`config.mk`:
```
export PLATFORM = sky130hd
export DESIGN_NAME = ks_wide_top
export DESIGN_NICKNAME = d
export VERILOG_FILES = /design/src/rtl/ks_pkg.sv /design/src/rtl/KG_TOP.sv /design/src/rtl/ks_wide_top.sv /design/src/rtl/ks_wide_add_ctrl.sv
export SDC_FILE = /design/constraint.sdc
export NUM_CORES = 1
export LEC_CHECK = 0
export ABC_AREA = 1
export BUFFER_PORTS_ARGS = -buffer_cell sky130_fd_sc_hd__buf_2
export CAP_MARGIN = 10
export CORE_ASPECT_RATIO = 2
export CORE_UTILIZATION = 44
export CTS_CLUSTER_SIZE = 10
export DETAILED_ROUTE_END_ITERATION = 10
export GPL_TIMING_DRIVEN = 0
export REMOVE_ABC_BUFFERS = 1
export SLEW_MARGIN = 0
export SYNTH_ARGS = -nofsm -noshare
export SYNTH_HDL_FRONTEND = slang
export SYNTH_HIERARCHICAL = 1
export SYNTH_SLANG_ARGS = --single-unit
```
`constraint.sdc`:
```
create_clock -name clk -period 4.07 [get_ports clk]
set_clock_uncertainty 0.1 [all_clocks]
set_input_delay 0.407 -clock clk [delete_from_list [all_inputs] [get_ports clk]]
set_output_delay 0.407 -clock clk [all_outputs]
set_load 0.1 [all_outputs]
```
`src/rtl/ks_pkg.sv`:
```
// Shared sizing constants and FSM encoding for the wide Kogge-Stone add controller.
package ks_pkg;

    localparam int DATA_WIDTH = 32;
    localparam int LIMBS      = 4;
    localparam int ADD_LAT    = 2;
    localparam int WIDE       = DATA_WIDTH * LIMBS;

    typedef enum logic [2:0] {
        IDLE  = 3'd0,
        ISSUE = 3'd1,
        WAIT  = 3'd2,
        CAPT  = 3'd3,
        DONE  = 3'd4
    } state_e;

    // Counter width that stays at least one bit for degenerate sizes.
    function automatic int clog2_min1(input int value);
        int bits;
        bits = $clog2(value);
        return (bits < 1) ? 1 : bits;
    endfunction

endpackage

```
`src/rtl/KG_TOP.sv`:
```
// Registered Kogge-Stone adder: operands registered, prefix tree, sum registered.
// Two cycles from operands driven to the matching S.
module KG_TOP #(
    parameter int W = ks_pkg::DATA_WIDTH
) (
    input  logic         clk,
    input  logic         rst,
    input  logic [W-1:0] A,
    input  logic [W-1:0] B,
    input  logic         Cin,
    output logic [W:0]   S
);

    logic [W-1:0] a_q;
    logic [W-1:0] b_q;
    logic         cin_q;
    logic [W:0]   s_q;
    logic [W:0]   sum_s;

    // Carry-in is folded into bit 0's generate so the prefix tree yields final carries.
    function automatic logic [W:0] ks_sum(input logic [W-1:0] a,
                                          input logic [W-1:0] b,
                                          input logic         cin);
        logic [W-1:0] g;
        logic [W-1:0] p;
        logic [W-1:0] gn;
        logic [W-1:0] pn;
        logic [W-1:0] x;
        logic [W-1:0] c;
        x = a ^ b;
        g = a & b;
        p = x;
        g[0] = g[0] | (p[0] & cin);
        for (int d = 1; d < W; d = d * 2) begin
            gn = g;
            pn = p;
            for (int i = d; i < W; i++) begin
                gn[i] = g[i] | (p[i] & g[i-d]);
                pn[i] = p[i] & p[i-d];
            end
            g = gn;
            p = pn;
        end
        c = {g[W-2:0], cin};
        return {g[W-1], x ^ c};
    endfunction

    // Prefix evaluation on the registered operands.
    always_comb begin
        sum_s = ks_sum(a_q, b_q, cin_q);
    end

    // Operand stage and result stage.
    always_ff @(posedge clk) begin
        if (rst) begin
            a_q   <= '0;
            b_q   <= '0;
            cin_q <= 1'b0;
            s_q   <= '0;
        end else begin
            a_q   <= A;
            b_q   <= B;
            cin_q <= Cin;
            s_q   <= sum_s;
        end
    end

    assign S = s_q;

endmodule

```
`src/rtl/ks_wide_top.sv`:
```
// Wide adder: the limb-sequencing controller paired with the registered Kogge-Stone adder.
module ks_wide_top #(
    parameter int  DATA_WIDTH = ks_pkg::DATA_WIDTH,
    parameter int  LIMBS      = ks_pkg::LIMBS,
    parameter int  ADD_LAT    = ks_pkg::ADD_LAT,
    localparam int WIDE       = DATA_WIDTH * LIMBS
) (
    input  logic            clk,
    input  logic            rst,
    input  logic            in_valid,
    output logic            in_ready,
    input  logic [WIDE-1:0] in_a,
    input  logic [WIDE-1:0] in_b,
    input  logic            in_cin,
    output logic            out_valid,
    input  logic            out_ready,
    output logic [WIDE-1:0] out_sum,
    output logic            out_cout
);

    logic [DATA_WIDTH-1:0] add_a_s;
    logic [DATA_WIDTH-1:0] add_b_s;
    logic                  add_cin_s;
    logic [DATA_WIDTH:0]   add_s_s;

    ks_wide_add_ctrl #(
        .DATA_WIDTH (DATA_WIDTH),
        .LIMBS      (LIMBS),
        .ADD_LAT    (ADD_LAT)
    ) u_ctrl (
        .clk       (clk),
        .rst       (rst),
        .in_valid  (in_valid),
        .in_ready  (in_ready),
        .in_a      (in_a),
        .in_b      (in_b),
        .in_cin    (in_cin),
        .add_a     (add_a_s),
        .add_b     (add_b_s),
        .add_cin   (add_cin_s),
        .add_s     (add_s_s),
        .out_valid (out_valid),
        .out_ready (out_ready),
        .out_sum   (out_sum),
        .out_cout  (out_cout)
    );

    KG_TOP #(
        .W (DATA_WIDTH)
    ) u_adder (
        .clk (clk),
        .rst (rst),
        .A   (add_a_s),
        .B   (add_b_s),
        .Cin (add_cin_s),
        .S   (add_s_s)
    );

endmodule

```
`src/rtl/ks_wide_add_ctrl.sv`:
```
// Sequences a wide add through an external pipelined limb adder, one limb at a
// time from limb 0 upward, rippling the carry between limbs.
module ks_wide_add_ctrl #(
    parameter int  DATA_WIDTH = ks_pkg::DATA_WIDTH,
    parameter int  LIMBS      = ks_pkg::LIMBS,
    parameter int  ADD_LAT    = ks_pkg::ADD_LAT,
    localparam int WIDE       = DATA_WIDTH * LIMBS
) (
    input  logic                  clk,
    input  logic                  rst,
    input  logic                  in_valid,
    output logic                  in_ready,
    input  logic [WIDE-1:0]       in_a,
    input  logic [WIDE-1:0]       in_b,
    input  logic                  in_cin,
    output logic [DATA_WIDTH-1:0] add_a,
    output logic [DATA_WIDTH-1:0] add_b,
    output logic                  add_cin,
    input  logic [DATA_WIDTH:0]   add_s,
    output logic                  out_valid,
    input  logic                  out_ready,
    output logic [WIDE-1:0]       out_sum,
    output logic                  out_cout
);
    import ks_pkg::*;

    localparam int IDXW = clog2_min1(LIMBS);
    localparam int CNTW = clog2_min1(ADD_LAT);

    state_e                               state_q, state_d;
    logic [IDXW-1:0]                      idx_q, idx_d, idx_nxt_s;
    logic [CNTW-1:0]                      cnt_q, cnt_d;
    logic [LIMBS-1:0][DATA_WIDTH-1:0]     a_q, a_d;
    logic [LIMBS-1:0][DATA_WIDTH-1:0]     b_q, b_d;
    logic [LIMBS-1:0][DATA_WIDTH-1:0]     sum_q, sum_d;
    logic [DATA_WIDTH-1:0]                add_a_q, add_a_d;
    logic [DATA_WIDTH-1:0]                add_b_q, add_b_d;
    logic                                 add_cin_q, add_cin_d;
    logic                                 cout_q, cout_d;
    logic                                 in_ready_q, in_ready_d;
    logic                                 out_valid_q, out_valid_d;

    assign idx_nxt_s = idx_q + IDXW'(1);

    // Next-state logic; add_cin_q doubles as the running carry, and the limb
    // operands are loaded on entry to ISSUE so they are stable for the whole issue.
    always_comb begin
        state_d     = state_q;
        idx_d       = idx_q;
        cnt_d       = cnt_q;
        a_d         = a_q;
        b_d         = b_q;
        sum_d       = sum_q;
        add_a_d     = add_a_q;
        add_b_d     = add_b_q;
        add_cin_d   = add_cin_q;
        cout_d      = cout_q;
        in_ready_d  = in_ready_q;
        out_valid_d = out_valid_q;
        case (state_q)
            IDLE: begin
                if (in_ready_q && in_valid) begin
                    a_d        = in_a;
                    b_d        = in_b;
                    idx_d      = '0;
                    add_a_d    = in_a[DATA_WIDTH-1:0];
                    add_b_d    = in_b[DATA_WIDTH-1:0];
                    add_cin_d  = in_cin;
                    in_ready_d = 1'b0;
                    state_d    = ISSUE;
                end else begin
                    in_ready_d = 1'b1;
                end
            end
            ISSUE: begin
                if (ADD_LAT > 1) begin
                    cnt_d   = CNTW'(ADD_LAT - 2);
                    state_d = WAIT;
                end else begin
                    state_d = CAPT;
                end
            end
            WAIT: begin
                if (cnt_q == '0) begin
                    state_d = CAPT;
                end else begin
                    cnt_d = cnt_q - CNTW'(1);
                end
            end
            CAPT: begin
                sum_d[idx_q] = add_s[DATA_WIDTH-1:0];
                add_cin_d    = add_s[DATA_WIDTH];
                if (idx_q == IDXW'(LIMBS - 1)) begin
                    cout_d      = add_s[DATA_WIDTH];
                    out_valid_d = 1'b1;
                    state_d     = DONE;
                end else begin
                    idx_d   = idx_nxt_s;
                    add_a_d = a_q[idx_nxt_s];
                    add_b_d = b_q[idx_nxt_s];
                    state_d = ISSUE;
                end
            end
            DONE: begin
                if (out_ready) begin
                    out_valid_d = 1'b0;
                    in_ready_d  = 1'b1;
                    state_d     = IDLE;
                end else begin
                    out_valid_d = 1'b1;
                end
            end
            default: begin
                in_ready_d  = 1'b0;
                out_valid_d = 1'b0;
                state_d     = IDLE;
            end
        endcase
    end

    // State and output registers; reset overrides every handshake.
    always_ff @(posedge clk) begin
        if (rst) begin
            state_q     <= IDLE;
            idx_q       <= '0;
            cnt_q       <= '0;
            a_q         <= '0;
            b_q         <= '0;
            sum_q       <= '0;
            add_a_q     <= '0;
            add_b_q     <= '0;
            add_cin_q   <= 1'b0;
            cout_q      <= 1'b0;
            in_ready_q  <= 1'b0;
            out_valid_q <= 1'b0;
        end else begin
            state_q     <= state_d;
            idx_q       <= idx_d;
            cnt_q       <= cnt_d;
            a_q         <= a_d;
            b_q         <= b_d;
            sum_q       <= sum_d;
            add_a_q     <= add_a_d;
            add_b_q     <= add_b_d;
            add_cin_q   <= add_cin_d;
            cout_q      <= cout_d;
            in_ready_q  <= in_ready_d;
            out_valid_q <= out_valid_d;
        end
    end

    assign in_ready  = in_ready_q;
    assign out_valid = out_valid_q;
    assign add_a     = add_a_q;
    assign add_b     = add_b_q;
    assign add_cin   = add_cin_q;
    assign out_sum   = sum_q;
    assign out_cout  = cout_q;

endmodule
```
==> impl_metrics.xml, run 1 <==
<?xml version="1.0" encoding="UTF-8"?>
<metrics>
  <group name="run_status">
    <metric name="status" unit="">finished, final reports clean</metric>
  </group>
  <group name="critical_path">
    <metric name="timing.critical_path.required" unit="ps">4390</metric>
    <metric name="cp_cell_sequence" unit="">buf_16, inv_6, buf_16, ha_2, nand2_1, buf_16, nand2_1, a21oi_1</metric>
    <metric name="cp_slowest_cell" unit="">sky130_fd_sc_hd__ha_2</metric>
    <metric name="cp_slowest_stage_delay" unit="ps">810</metric>
    <metric name="critical_path.most_common_cell" unit="">sky130_fd_sc_hd__buf_16</metric>
    <metric name="cp_data_arrival_time" unit="ps">4030</metric>
    <metric name="path_class" unit="">reg2reg</metric>
    <metric name="timing.critical_path.from_type" unit="">flip-flop</metric>
    <metric name="timing.critical_path.to_type" unit="">flip-flop</metric>
    <metric name="critical_path.top_delay_family" unit="">buffers and inverters</metric>
    <metric name="crit_path_max_fanout" unit="">70</metric>
    <metric name="worst-path-buf-inv" unit="">4</metric>
  </group>
  <group name="power_and_ir_drop">
    <metric name="sw_frac_of_total" unit="%">30.3</metric>
    <metric name="ir_drop" unit="V">0.000324</metric>
    <metric name="p_int" unit="mW">10.4</metric>
    <metric name="pwr-share-seq" unit="%">45.2</metric>
    <metric name="power.switching" unit="mW">4.51</metric>
    <metric name="clock_power_share" unit="%">34.6</metric>
    <metric name="leakagePower" unit="nW">13.4</metric>
    <metric name="combPwrFrac" unit="%">20.2</metric>
    <metric name="power.density" unit="nW/um^2">487</metric>
  </group>
  <group name="clock_network">
    <metric name="cts.clk_slew.worst_paths" unit="ps">50</metric>
    <metric name="clock_tree_from_tritoncts" unit="">yes</metric>
    <metric name="htree_num_levels" unit="">3</metric>
    <metric name="clock-sinks" unit="">555</metric>
    <metric name="number_of_cts_inserted_buffers" unit="">66</metric>
    <metric name="cts_max_path_buffers" unit="">3</metric>
    <metric name="postCtsSetupRepairBufs" unit="">0</metric>
    <metric name="clock-root-buffer" unit="">sky130_fd_sc_hd__clkbuf_16</metric>
    <metric name="clk-insertion-delay-late" unit="ps">580</metric>
  </group>
  <group name="floorplanning">
    <metric name="die_area" unit="um^2">56900</metric>
    <metric name="initial_utilization" unit="%">44.5</metric>
    <metric name="die_height" unit="um">336</metric>
    <metric name="die_width" unit="um">169</metric>
    <metric name="placementRows" unit="">122</metric>
    <metric name="core-area" unit="um^2">55300</metric>
    <metric name="ios" unit="">392</metric>
  </group>
  <group name="run">
    <metric name="drv.max_cap_violation_count" unit="">0</metric>
  </group>
  <group name="synthesis">
    <metric name="synth_cell_type_count" unit="">32</metric>
    <metric name="synthTopCellsByCount" unit="">867 x sky130_fd_sc_hd__nand2_1, 555 x sky130_fd_sc_hd__dfxtp_1, 497 x sky130_fd_sc_hd__inv_1</metric>
    <metric name="syn_inst" unit="">3629</metric>
    <metric name="postSynthRegisterBits" unit="">555</metric>
    <metric name="synth_edf_count" unit="">0</metric>
    <metric name="synth.area.top_cells" unit="">sky130_fd_sc_hd__dfxtp_1 45%, sky130_fd_sc_hd__nand2_1 13%, sky130_fd_sc_hd__a21oi_1 10%</metric>
    <metric name="synthesis.area_per_instance" unit="um^2">6.78</metric>
    <metric name="yosysWarningCount" unit="">6</metric>
    <metric name="syn-cell-area" unit="um^2">24600</metric>
    <metric name="synth_ff_type" unit="">sky130_fd_sc_hd__dfxtp_1</metric>
    <metric name="synth_largest_type_area_fraction" unit="%">45.1</metric>
    <metric name="synth_seq_area_share" unit="%">45.1</metric>
    <metric name="synth_async_sr_flop_share" unit="%">0</metric>
    <metric name="most_repeated_cell_in_the_gate_level_netlist_after_synthesis" unit="">sky130_fd_sc_hd__nand2_1</metric>
    <metric name="synth_area_leader_cell" unit="">sky130_fd_sc_hd__dfxtp_1</metric>
  </group>
  <group name="routing">
    <metric name="routed-via-count" unit="">23400</metric>
    <metric name="detailed_route_iter0_violations" unit="">1311</metric>
    <metric name="antenna_left" unit="">0</metric>
    <metric name="post-route-drc-count" unit="">0</metric>
    <metric name="drt_first_pass_iters" unit="">5</metric>
    <metric name="routed_wire_length_per_instance" unit="um">15.1</metric>
    <metric name="routed_via_density" unit="">4.89</metric>
    <metric name="wirelength" unit="um">72600</metric>
  </group>
  <group name="timing">
    <metric name="hold_ws" unit="ps">24.9</metric>
    <metric name="finalMaxSlewViolations" unit="">0</metric>
    <metric name="tightestPinTransition" unit="ps">957</metric>
    <metric name="tns" unit="ps">0</metric>
    <metric name="fmaxAchievable" unit="GHz">0.270</metric>
    <metric name="setup_viol" unit="">0</metric>
    <metric name="final.min_clock_period" unit="ps">3710</metric>
    <metric name="remaining_max_slew_budget_at_the_tightest_pin" unit="%">36.1</metric>
    <metric name="rsz_0062_raised_after_global_routing" unit="">no</metric>
    <metric name="post-route-period-util" unit="%">91.1</metric>
    <metric name="report.final.hold_viol_count" unit="">0</metric>
  </group>
  <group name="placed_design">
    <metric name="finalWeightedCongestion" unit="">0.900</metric>
    <metric name="io_buffers" unit="">391</metric>
    <metric name="detailed_place_hpwl" unit="um">46800</metric>
  </group>
  <group name="global_route">
    <metric name="first_global_vias" unit="">22200</metric>
    <metric name="grt_start_max_net_pins" unit="">193</metric>
    <metric name="grt_pass1_wl" unit="um">115000</metric>
    <metric name="global_route_congestion_overflow_total" unit="">0</metric>
    <metric name="grt.total_usage" unit="%">25.2</metric>
    <metric name="grt_antenna_before_repair" unit="">5</metric>
  </group>
  <group name="min_path">
    <metric name="holdCritPathClass" unit="">in2reg</metric>
  </group>
  <group name="final_layout">
    <metric name="layout.core_utilization" unit="%">55.3</metric>
    <metric name="synthToLayoutAreaGrowth" unit="%">24.2</metric>
    <metric name="nFillCells" unit="">5618</metric>
    <metric name="drive_gt1_share" unit="%">13.3</metric>
    <metric name="num-nets-final" unit="">4333</metric>
  </group>
</metrics>
[per-stage QoR]
| step | total power, mW | instance area [um^2] | std cells | setup WS [ps] |
|---|---|---|---|---|
| global route | 15.8 | 30600 | 4790 | 90.4 |
| detailed placement | 9.74 | 27200 | 4555 | 92.7 |
| finish | 14.9 | 30600 | 4790 | 361 |
| global placement | 9.76 | 26500 | 4531 | -13200 |
| CTS | 15.1 | 30600 | 4786 | 102 |
| floorplan | 8.78 | 23600 | 3396 | -4680 |
[cells by family (layout without fill, tap and decap cells)]
family | Yosys count | in the layout | synth area share (%)
AND/OR/NAND/NOR | 1528 | 1529 | 25.5
buffers and inverters | 737 | 1150 | 11.6
flip-flops | 555 | 555 | 45.1
adder cells (fa/ha/maj) | 37 | 37 | 1.94
other | 0 | 3 | 0
AO/OA/AOI/OAI | 771 | 771 | 15.7
XOR/XNOR | 1 | 1 | 0.0356
[metal layers]
metal	global-route usage, %	vias to the layer above	wire length (um)
met2	46.7	593	37400
met3	3.71	136	3380
met1	28.0	10500	29100
li1	-	12200	-
met5	0	-	26
met4	11.1	4	2590
[area by class of cell]
| cell class | count | area [um^2] | share of cell area (%) |
|---|---|---|---|
| Clock inverter | 5 | 36.3 | 0.119 |
| Timing Repair Buffer | 570 | 4130 | 13.5 |
| Clock buffer | 71 | 1730 | 5.67 |
| Multi-Input combinational cell | 2338 | 10700 | 35.0 |
| Antenna cell | 3 | 7.51 | 0.0246 |
| Inverter | 504 | 1910 | 6.24 |
| Sequential cell | 555 | 11100 | 36.3 |
| Tap cell | 744 | 931 | 3.04 |
[worst reg2reg max path, stage by stage (launching register included)]
cell and delay, ps:
sky130_fd_sc_hd__dfxtp_4 490, sky130_fd_sc_hd__buf_16 270, sky130_fd_sc_hd__inv_6 480, sky130_fd_sc_hd__buf_16 360
sky130_fd_sc_hd__ha_2 850, sky130_fd_sc_hd__nand2_1 560, sky130_fd_sc_hd__buf_16 330, sky130_fd_sc_hd__nand2_1 80
sky130_fd_sc_hd__a21oi_1 60
[repair_timing]
item | CTS | global route
hold endpoints to repair | 155 | 0
endpoints found under the setup margin | 0 | 4
hold buffers | 155 | 0
gates resized for setup | 0 | 1
[sequential cells by signal, summed over array words and instances (netlist names)]
name	flops
u_ctrl/idx_q	2
u_ctrl/out_cout	1
u_ctrl/state_q	3
u_ctrl/add_cin	1
u_ctrl/in_ready	1
u_adder/a_q	32
u_adder/b_q	32
u_ctrl/add_a	32
u_ctrl/a_q	128
u_adder/cin_q	1
u_ctrl/b_q	128
u_ctrl/add_b	32
u_ctrl/out_valid	1
u_ctrl/out_sum	128
u_adder/S	33
[cell usage in the layout, fill, tap and decap left out, drive strengths merged, types with 2 or more instances in the layout]
master	synthesis	routed
nor3	9	9
buf	77	415
and2	7	7
dlygate4sd3	0	155
nor2	330	330
nand3b	2	2
o21bai	3	3
fa	2	2
diode	0	3
nand4	6	6
dfxtp	555	555
a21oi	493	493
nand3	296	297
o21ai	273	273
clkinv	1	3
o21a	2	2
nand2	877	877
inv	503	506
ha	35	35
clkbuf	156	71
[power groups by stage]
stage,Combinational (mW),Sequential (mW),Clock (mW)
floorplan,2.01,6.77,0
global placement,2.90,6.86,0
detailed placement,2.89,6.85,0
CTS,3.02,6.74,5.31
global route,3.46,6.83,5.54
finish,3.01,6.73,5.16
[path summary, 6_finish.rpt]
check,startpoint,end,slack (ps),cells past startpoint
max reg2reg,u_ctrl/idx_q[0],u_ctrl/out_sum[79],360,8
min,in_b[54],u_ctrl/b_q[54],20,3
min reg2reg,u_ctrl/add_a[14],u_adder/a_q[14],310,2
max,u_ctrl/idx_q[0],u_ctrl/out_sum[79],360,8
Power figures use the tool's default switching activity.
==> run 2, diff against run 1 <==
Settings changed: CORE_UTILIZATION 44 to 40, TNS_END_PERCENT from default to 10.
==> run 2 against run 1 <==
Final cell count is 0.33% higher; first-iteration DRC count is 13% lower; setup slack better by 68 ps; critical path depth is 3 higher; highest routed layer unchanged; routed wire length is 0.24% higher; critical path type unchanged; clock-buffer cell count stayed put; maximum frequency is 1.9% higher; combinational power hardly changed; core utilization is 5.4 points lower.
==> impl_metrics.xml, run 2 (synthesized netlist as in run 1, its figures left out) <==
<?xml version="1.0" encoding="UTF-8"?>
<metrics>
  <group name="critical_path">
    <metric name="critical_path.most_common_cell" unit="">sky130_fd_sc_hd__nor2_1</metric>
    <metric name="regToRegStartpoint" unit="">u_ctrl/idx_q[0]</metric>
    <metric name="cp_cell_sequence" unit="">buf_12, inv_6, ha_4, buf_16, inv_4, buf_16, nand2_1, a21oi_1, nor2_1, nor2_1, nor2_1</metric>
    <metric name="cp-startpoint" unit="">u_ctrl/idx_q[0]</metric>
    <metric name="timing.critical_path.from_type" unit="">flip-flop</metric>
    <metric name="path_class" unit="">reg2reg</metric>
    <metric name="cp_slowest_stage_delay" unit="ps">740</metric>
    <metric name="cp_data_arrival_time" unit="ps">4000</metric>
    <metric name="timing.critical_path.required" unit="ps">4430</metric>
    <metric name="cp_slowest_cell" unit="">sky130_fd_sc_hd__dfxtp_4</metric>
    <metric name="worst-path-buf-inv" unit="">5</metric>
    <metric name="critical_path.top_delay_family" unit="">buffers and inverters</metric>
    <metric name="timing.critical_path.to_type" unit="">flip-flop</metric>
    <metric name="crit_path_max_fanout" unit="">69</metric>
  </group>
  <group name="floorplanning">
    <metric name="placementRows" unit="">128</metric>
    <metric name="core-area" unit="um^2">60900</metric>
    <metric name="die_area" unit="um^2">62600</metric>
    <metric name="die_width" unit="um">177</metric>
    <metric name="die_height" unit="um">353</metric>
    <metric name="initial_utilization" unit="%">40.4</metric>
    <metric name="ios" unit="">392</metric>
  </group>
  <group name="final_layout">
    <metric name="final_common_cell" unit="">sky130_fd_sc_hd__nand2_1</metric>
    <metric name="layout.cells.most_common_list" unit="">866 x sky130_fd_sc_hd__nand2_1, 554 x sky130_fd_sc_hd__dfxtp_1, 495 x sky130_fd_sc_hd__inv_1, 492 x sky130_fd_sc_hd__a21oi_1, 390 x sky130_fd_sc_hd__buf_2</metric>
    <metric name="drive_gt1_share" unit="%">13.4</metric>
    <metric name="layout.core_utilization" unit="%">50.0</metric>
    <metric name="final_design_area_no_fill" unit="um^2">30400</metric>
    <metric name="synthToLayoutAreaGrowth" unit="%">23.5</metric>
    <metric name="nFillCells" unit="">6260</metric>
    <metric name="num-nets-final" unit="">4314</metric>
  </group>
  <group name="global_route">
    <metric name="grt.total_usage" unit="%">23.1</metric>
    <metric name="grt_pass1_wl" unit="um">116000</metric>
    <metric name="grt_antenna_before_repair" unit="">6</metric>
    <metric name="grt_start_max_net_pins" unit="">188</metric>
    <metric name="global_route_congestion_overflow_total" unit="">0</metric>
    <metric name="first_global_vias" unit="">22200</metric>
  </group>
  <group name="placed_design">
    <metric name="finalWeightedCongestion" unit="">0.945</metric>
    <metric name="detailed_place_hpwl" unit="um">47200</metric>
    <metric name="io_buffers" unit="">391</metric>
    <metric name="post_dp_cell_area" unit="um^2">27300</metric>
    <metric name="worst_slack_placed" unit="ps">371</metric>
  </group>
  <group name="timing">
    <metric name="fmaxAchievable" unit="GHz">0.275</metric>
    <metric name="post-route-period-util" unit="%">89.5</metric>
    <metric name="rsz_0062_raised_after_global_routing" unit="">no</metric>
    <metric name="tightestPinTransition" unit="ps">941</metric>
    <metric name="final.min_clock_period" unit="ps">3640</metric>
    <metric name="report.final.hold_viol_count" unit="">0</metric>
    <metric name="finalMaxSlewViolations" unit="">0</metric>
    <metric name="post-route-worst-setup-slack" unit="ps">428</metric>
    <metric name="setup_viol" unit="">0</metric>
    <metric name="remaining_max_slew_budget_at_the_tightest_pin" unit="%">37.2</metric>
    <metric name="tns" unit="ps">0</metric>
  </group>
  <group name="clock_network">
    <metric name="cts_max_path_buffers" unit="">3</metric>
    <metric name="htree_num_levels" unit="">3</metric>
    <metric name="clk-insertion-delay-late" unit="ps">590</metric>
    <metric name="cts.clk_slew.worst_paths" unit="ps">60</metric>
    <metric name="clock-sinks" unit="">555</metric>
    <metric name="number_of_cts_inserted_buffers" unit="">66</metric>
    <metric name="clock_tree_from_tritoncts" unit="">yes</metric>
    <metric name="clock-root-buffer" unit="">sky130_fd_sc_hd__clkbuf_16</metric>
  </group>
  <group name="power_and_ir_drop">
    <metric name="leakagePower" unit="nW">13.4</metric>
    <metric name="totalPowerFinal" unit="mW">14.9</metric>
    <metric name="ir_drop" unit="V">0.000329</metric>
    <metric name="power.density" unit="nW/um^2">490</metric>
  </group>
  <group name="routing">
    <metric name="routed-wl-met3" unit="um">3780</metric>
    <metric name="detailroute.wirelength.met2" unit="um">37100</metric>
    <metric name="routed_wire_length_per_instance" unit="um">15.1</metric>
    <metric name="post-route-drc-count" unit="">0</metric>
    <metric name="detailed_route_iter0_violations" unit="">1147</metric>
    <metric name="antenna_left" unit="">0</metric>
    <metric name="routed_via_density" unit="">4.84</metric>
    <metric name="met1_wire_length" unit="um">30000</metric>
    <metric name="drt_first_pass_iters" unit="">5</metric>
    <metric name="routed-via-count" unit="">23300</metric>
    <metric name="wirelength" unit="um">72700</metric>
    <metric name="route.top_layer_used" unit="">met5</metric>
  </group>
  <group name="run_status">
    <metric name="status" unit="">finished, final reports clean</metric>
  </group>
  <group name="min_path">
    <metric name="holdCritPathClass" unit="">in2reg</metric>
    <metric name="min-delay-start" unit="">in_a[44]</metric>
  </group>
  <group name="run">
    <metric name="drv.max_cap_violation_count" unit="">0</metric>
  </group>
</metrics>
run 2: changes by cell type in the layout (fill, tap and decap cells not counted), moves of 2 or more:
| cell | delta |
|---|---|
| sky130_fd_sc_hd__diode_2 | -2 |
| sky130_fd_sc_hd__clkinv_2 | +2 |
| sky130_fd_sc_hd__dlygate4sd3_1 | -18 |
| sky130_fd_sc_hd__buf_12 | +2 |
| sky130_fd_sc_hd__buf_16 | -2 |
| sky130_fd_sc_hd__inv_6 | -3 |
run 2: worst paths after layout:
| check | endpoint | slack (ps) | cells past startpoint |
|---|---|---|---|
| hold reg to reg | u_adder/b_q[10] | 310 | 2 |
| hold / removal | u_ctrl/a_q[44] | 20 | 3 |
| setup reg to reg | u_ctrl/add_b[26] | 430 | 11 |
| setup / recovery | u_ctrl/add_b[26] | 430 | 11 |
run 2: power by group:
part / switching, mW / internal [mW]
combinational: 1.88 / 1.12
clock: 2.20 / 2.97
sequential: 0.458 / 6.27
total: 4.53 / 10.4
run 2: timing repair:
item,CTS,global route
endpoints found under the hold margin,137,0
resized for setup,0,0
hold buffers,137,0
buffers inserted,0,0
run 2: metal layers:
| metal | vias to the layer above | GRT usage, % |
|---|---|---|
| met3 | 120 | 3.69 |
| met1 | 10500 | 26.9 |
| met2 | 562 | 42.1 |
| met5 | - | 0 |
| met4 | 4 | 7.64 |
| li1 | 12100 | - |
run 2: layout make-up:
type | instances | area (um^2) | area share, %
flip-flops and latches | 555 | 11100 | 36.5
multi-input cells | 2337 | 10700 | 35.2
repair buffers | 552 | 3940 | 13.0
inverters | 504 | 1910 | 6.27
clock buffers | 71 | 1720 | 5.67
well taps | 780 | 976 | 3.21
clock inverters | 6 | 45.0 | 0.148
diodes | 1 | 2.50 | 0.00823
run 2: worst register-to-register path, cell delays in order, from the launching register on:
cell                      delay (ps)
sky130_fd_sc_hd__dfxtp_4         740
sky130_fd_sc_hd__buf_12          330
sky130_fd_sc_hd__inv_6           310
sky130_fd_sc_hd__ha_4            480
sky130_fd_sc_hd__buf_16          260
sky130_fd_sc_hd__inv_4           410
sky130_fd_sc_hd__buf_16          260
sky130_fd_sc_hd__nand2_1         130
sky130_fd_sc_hd__a21oi_1         120
sky130_fd_sc_hd__nor2_1           70
sky130_fd_sc_hd__nor2_1          260
sky130_fd_sc_hd__nor2_1           60
run 2: per-stage QoR:
step	hold WS, ps	instances
2_1_floorplan	303	3396
3_3_place_gp	307	4567
3_5_place_dp	309	4591
4_1_cts	0.111	4805
5_1_grt	15.8	4806
6_report	18.3	4806
